<file path="config.mk">
export PLATFORM = sky130hd
export DESIGN_NAME = npm_toggle_pm_dispatcher
export DESIGN_NICKNAME = d
export VERILOG_FILES = /design/src/rtl/npm_toggle_pm_dispatcher.sv
export SDC_FILE = /design/constraint.sdc
export NUM_CORES = 1
export LEC_CHECK = 0
export ABC_CLOCK_PERIOD_IN_PS = 2100
export CAP_MARGIN = 20
export CORE_MARGIN = 1
export CORE_UTILIZATION = 47
export CTS_CLUSTER_DIAMETER = 60
export CTS_CLUSTER_SIZE = 16
export DETAILED_ROUTE_END_ITERATION = 16
export MAX_ROUTING_LAYER = met4
export PLACE_DENSITY = 0.75
export SETUP_SLACK_MARGIN = 0.1
export SLEW_MARGIN = 15
export SYNTH_ARGS = -nofsm -noshare
export SYNTH_HDL_FRONTEND = slang
export SYNTH_SLANG_ARGS = --single-unit
</file>
<file path="constraint.sdc">
create_clock -name iSystemClock -period 2.1 [get_ports iSystemClock]
set_input_delay 0.315 -clock iSystemClock [delete_from_list [all_inputs] [get_ports iSystemClock]]
set_output_delay 0.315 -clock iSystemClock [all_outputs]
set_load 0.1 [all_outputs]
</file>
<file path="src/rtl/npm_toggle_pm_dispatcher.sv">
// Dispatches one primitive command at a time to a PM engine. Repeat runs are chained through
// the engine's last-step/restart path. A watchdog parks a stalled run in ERROR until it is cleared.
module npm_toggle_pm_dispatcher #(
  parameter int NUM_PM = 4,
  parameter int CNT_W = 8,
  parameter int TMO_W = 16,
  parameter logic [TMO_W-1:0] TMO_LIMIT = TMO_W'(1023),
  localparam int SEL_W = (NUM_PM > 1) ? $clog2(NUM_PM) : 1
) (
  input  logic              iSystemClock,
  input  logic              iReset,
  input  logic              iCmdValid,
  output logic              oCmdReady,
  input  logic [SEL_W-1:0]  iCmdPM,
  input  logic [CNT_W-1:0]  iCmdCount,
  output logic              oCmdDone,
  output logic              oError,
  input  logic              iErrorClear,
  output logic [NUM_PM-1:0] oStart,
  input  logic [NUM_PM-1:0] iPMReady,
  input  logic [NUM_PM-1:0] iPMLastStep,
  output logic              oBusy
);

  typedef enum logic [2:0] {
    ST_RESET = 3'd0,
    ST_IDLE  = 3'd1,
    ST_ISSUE = 3'd2,
    ST_RUN   = 3'd3,
    ST_DONE  = 3'd4,
    ST_ERROR = 3'd5
  } state_t;

  state_t            state, state_nxt;
  logic [SEL_W-1:0]  sel, sel_nxt;
  logic [CNT_W-1:0]  remain, remain_nxt;
  logic [TMO_W-1:0]  wdog, wdog_nxt;
  logic [NUM_PM-1:0] sel_hot;
  logic              sel_last;
  logic              cmd_ready;

  // An out-of-range selector decodes to all zeros: no start, no last step, watchdog fires.
  always_comb begin
    sel_hot = '0;
    for (int i = 0; i < NUM_PM; i++) begin
      sel_hot[i] = (sel == SEL_W'(i));
    end
  end

  assign sel_last  = |(iPMLastStep & sel_hot);
  assign cmd_ready = (state == ST_IDLE) && (&iPMReady);

  always_ff @(posedge iSystemClock) begin
    if (iReset) begin
      state  <= ST_RESET;
      sel    <= '0;
      remain <= '0;
      wdog   <= '0;
    end else begin
      state  <= state_nxt;
      sel    <= sel_nxt;
      remain <= remain_nxt;
      wdog   <= wdog_nxt;
    end
  end

  always_comb begin
    state_nxt  = state;
    sel_nxt    = sel;
    remain_nxt = remain;
    wdog_nxt   = wdog;
    case (state)
      ST_RESET: state_nxt = ST_IDLE;
      ST_IDLE: begin
        if (iCmdValid && cmd_ready) begin
          sel_nxt    = iCmdPM;
          remain_nxt = (iCmdCount == '0) ? CNT_W'(1) : iCmdCount;
          state_nxt  = ST_ISSUE;
        end
      end
      ST_ISSUE: begin
        wdog_nxt  = '0;
        state_nxt = ST_RUN;
      end
      ST_RUN: begin
        if (sel_last) begin
          if (remain <= CNT_W'(1)) begin
            state_nxt = ST_DONE;
          end else begin
            remain_nxt = remain - CNT_W'(1);
            wdog_nxt   = '0;
          end
        end else if (wdog == TMO_LIMIT) begin
          state_nxt = ST_ERROR;
        end else begin
          wdog_nxt = wdog + TMO_W'(1);
        end
      end
      ST_DONE: state_nxt = ST_IDLE;
      ST_ERROR: begin
        if (iErrorClear) state_nxt = ST_IDLE;
      end
      default: state_nxt = ST_IDLE;
    endcase
  end

  // Start stays high through a non-final last step so the engine restarts with no gap.
  assign oStart    = ((state == ST_ISSUE) || ((state == ST_RUN) && (remain > CNT_W'(1)))) ? sel_hot : '0;
  assign oCmdReady = cmd_ready;
  assign oCmdDone  = (state == ST_DONE);
  assign oError    = (state == ST_ERROR);
  assign oBusy     = (state != ST_IDLE);

endmodule
</file>
==> qor.csv, run 1 <==
metric;value;unit
outcome;finished, violations left;
violations;negative setup slack;
setup_slack;-0.0685;ns
drt-pass1-iter-count;4;
syn_area;0.00182;mm²
clk_path_buf_depth;2;
max-cap-violations;0;
synthSimpleGateAreaFrac;0.301;
final_area;0.00260;mm²
setup_viol;4;
fill_cells;298;
vias;1794;
nets;294;
cp.arrival;1.85;ns
synth_fa_ha_area_frac;0.0206;
hold_violations;0;
die_h;64.2;µm
p_leak;0.999;nW
skew;0.00773;ns
grt_pass1_vias;1700;
synth_seq_cells;29;
post-dp-hpwl;3.07;mm
syn_to_final_growth;42.9;%
yosysMostFrequentCell;dfxtp_1;
finalCritPeriodShare;1.03;
synth_compound_area_frac;0.224;
vias_per_cell;5.64;
yosysWarnings;0;
grt_max_degree;18;
synth_edf_count;0;
hp-class;reg -> reg;
grt_pass1_wl;7.39;mm
cts_root_buffer;clkbuf_8;
synth.area.top_cells;dfxtp_1 32%, a21oi_1 5.0%, nor2_1 4.7%, nand2_1 3.9%, xor2_1 3.4%;
synthTopCellsByCount;29 x dfxtp_1, 23 x nor2_1, 19 x nand2_1;
async_reset_ff_frac;0;
start_kind;register;
cts_max_level;2;
coreArea;0.00369;mm²
antenna_found_initial;0;
fin_cells;318;
drt-initial-drc-count;146;
floorplan.initialDensity;0.493;
cts_tree;built;
critPathKind;reg -> out;
synth_cells;215;
drive_above_1_share;0.322;
syn_nets;240;
cp-end-kind;output pin;
cts_sinks;29;
wire_per_inst;13.8;µm
routed_wl;4.40;mm
die_x;64.2;µm
numCtsBuffers;5;
place.gp.congestion;0.813;
track_usage;0.236;
yosysTopAreaCellShare;0.319;
synth_top_family_by_area;simple AND/OR/NAND/NOR gates;
crit_fanout;4;
clk_pin_slew;0.06;ns
syn_avg_cell_area;8.46;µm²
diodes;0;
ant_nets;0;
slew_violations;0;
synth.distinct_cells;58;
ios;30;
grt.overflow.total;0;
post-route-min-period;2.17;ns
pwr_density_cell;609;mW/mm²
synth_xor_area_frac;0.0337;
fmax;461;MHz
worstPathRequired;1.78;ns
num_rows;22;
die-area;0.00412;mm²
max_slew_margin;0.668;
worst_pin_slew;0.494;ns
synth_top_area_cell;dfxtp_1;
numPortBuffers;29;
place_area;0.00233;mm²
rsz0062_at_grt;yes;
drc;0;
ir_drop;0.484;mV
synthFlopType;dfxtp_1;
muxShareOfSynthArea;0.0289;
placed_cells;303;
ys_seq_area_frac;0.319;
insertion_delay;0.28;ns
final cells by class:
type	count	area, µm²	area share
sequential	29	589	0.227
clock inverter	3	65.1	0.0250
multi-input combinational	169	1220	0.468
clock buffer	5	68.8	0.0265
inverter	6	22.5	0.00867
timing repair buffer	58	577	0.222
tap	48	60.1	0.0231
metrics by stage:
step / setup WS, ns / TNS [ns] / util / hold WS, ns / power (mW)
floorplan: -0.0876 / -0.452 / - / 0.455 / 0.792
global route: -0.143 / -0.574 / 0.705 / 0.517 / 1.64
global placement: -0.129 / -0.732 / 0.633 / 0.476 / 0.877
CTS: -0.0974 / -0.341 / 0.684 / 0.488 / 1.59
detailed placement: -0.214 / -1.09 / 0.633 / 0.481 / 0.882
finish: -0.0685 / -0.216 / 0.705 / 0.492 / 1.58
what timing repair did:
action | 4_1_cts | 5_1_grt
setup buffers | 3 | 3
setup endpoints to repair | 21 | 26
hold buffers | 0 | 0
gates cloned | 0 | 1
pin swaps | 8 | 5
resized for setup | 5 | 17
cell families (layout without fill, tap and decap cells):
| family | after synthesis | count (layout) |
|---|---|---|
| xor gates and xnor gates | 7 | 7 |
| adders and majority gates | 3 | 3 |
| AOI/OAI and AO/OA | 55 | 55 |
| and+or+nand+nor | 99 | 100 |
| muxes | 4 | 4 |
| buffers and inverters | 18 | 72 |
| DFF | 29 | 29 |
layer usage:
layer / vias up / global-route usage / part of all wire
met3: 4 / 0.0643 / 0.045
met4: 0 / 0.0528 / 0.0066
met2: 44 / 0.394 / 0.47
met1: 841 / 0.283 / 0.47
li1: 905 / - / -
met5: - / - / 0
path summary, 6_finish.rpt:
check | from | endpoint | slack [ns] | cells past startpoint
max | remain[3]$_SDFFE_PP0P_ | oStart[1] | -0.07 | 5
min | remain[6]$_SDFFE_PP0P_ | remain[6]$_SDFFE_PP0P_ | 0.49 | 2
max reg2reg | remain[3]$_SDFFE_PP0P_ | remain[4]$_SDFFE_PP0P_ | 0.06 | 7
min reg2reg | remain[6]$_SDFFE_PP0P_ | remain[6]$_SDFFE_PP0P_ | 0.49 | 2
cells in the final DEF (no fill, tap or decap), types with 3 or more instances in the layout:
| cell | count |
|---|---|
| nand2_1 | 18 |
| nand3_1 | 5 |
| a21oi_1 | 13 |
| nand4_1 | 4 |
| o2111ai_1 | 3 |
| clkbuf_8 | 5 |
| o21ai_0 | 9 |
| or3_1 | 5 |
| and3_1 | 4 |
| dlymetal6s2s_1 | 4 |
| clkdlybuf4s50_1 | 17 |
| xor2_1 | 7 |
| nor3_1 | 7 |
| nor4_1 | 3 |
| nor2_4 | 3 |
| buf_4 | 30 |
| a21oi_2 | 7 |
| dfxtp_2 | 4 |
| dfxtp_1 | 24 |
| mux2i_1 | 3 |
| inv_1 | 6 |
| buf_12 | 6 |
| nand3b_1 | 4 |
| o32ai_2 | 3 |
| nor2_1 | 19 |
| nand2b_1 | 4 |
| o211ai_1 | 3 |
sequential cells by signal, summed over array words and instances, names as in the netlist:
register  count
wdog         16
remain        8
state         3
sel           2
power breakdown:
group / internal [mW] / switching (mW)
combinational: 0.142 / 0.178
sequential: 0.560 / 0.00672
clock: 0.471 / 0.226
total: 1.17 / 0.411
worst max-delay path: stages (launching register included):
cell and delay (ns):
dfxtp_1 0.31, or4_4 0.57, nor4_4 0.20, a21oi_2 0.13, and3b_4 0.20, buf_12 0.16
Note: power is estimated with default switching activity, not from simulation.
==> inputs of run 2 (changes only) <==
Settings changed: CAP_MARGIN 20 to 10.
==> results of run 2 <==
Final layout, timing and power as in run 1 (identical DEF).
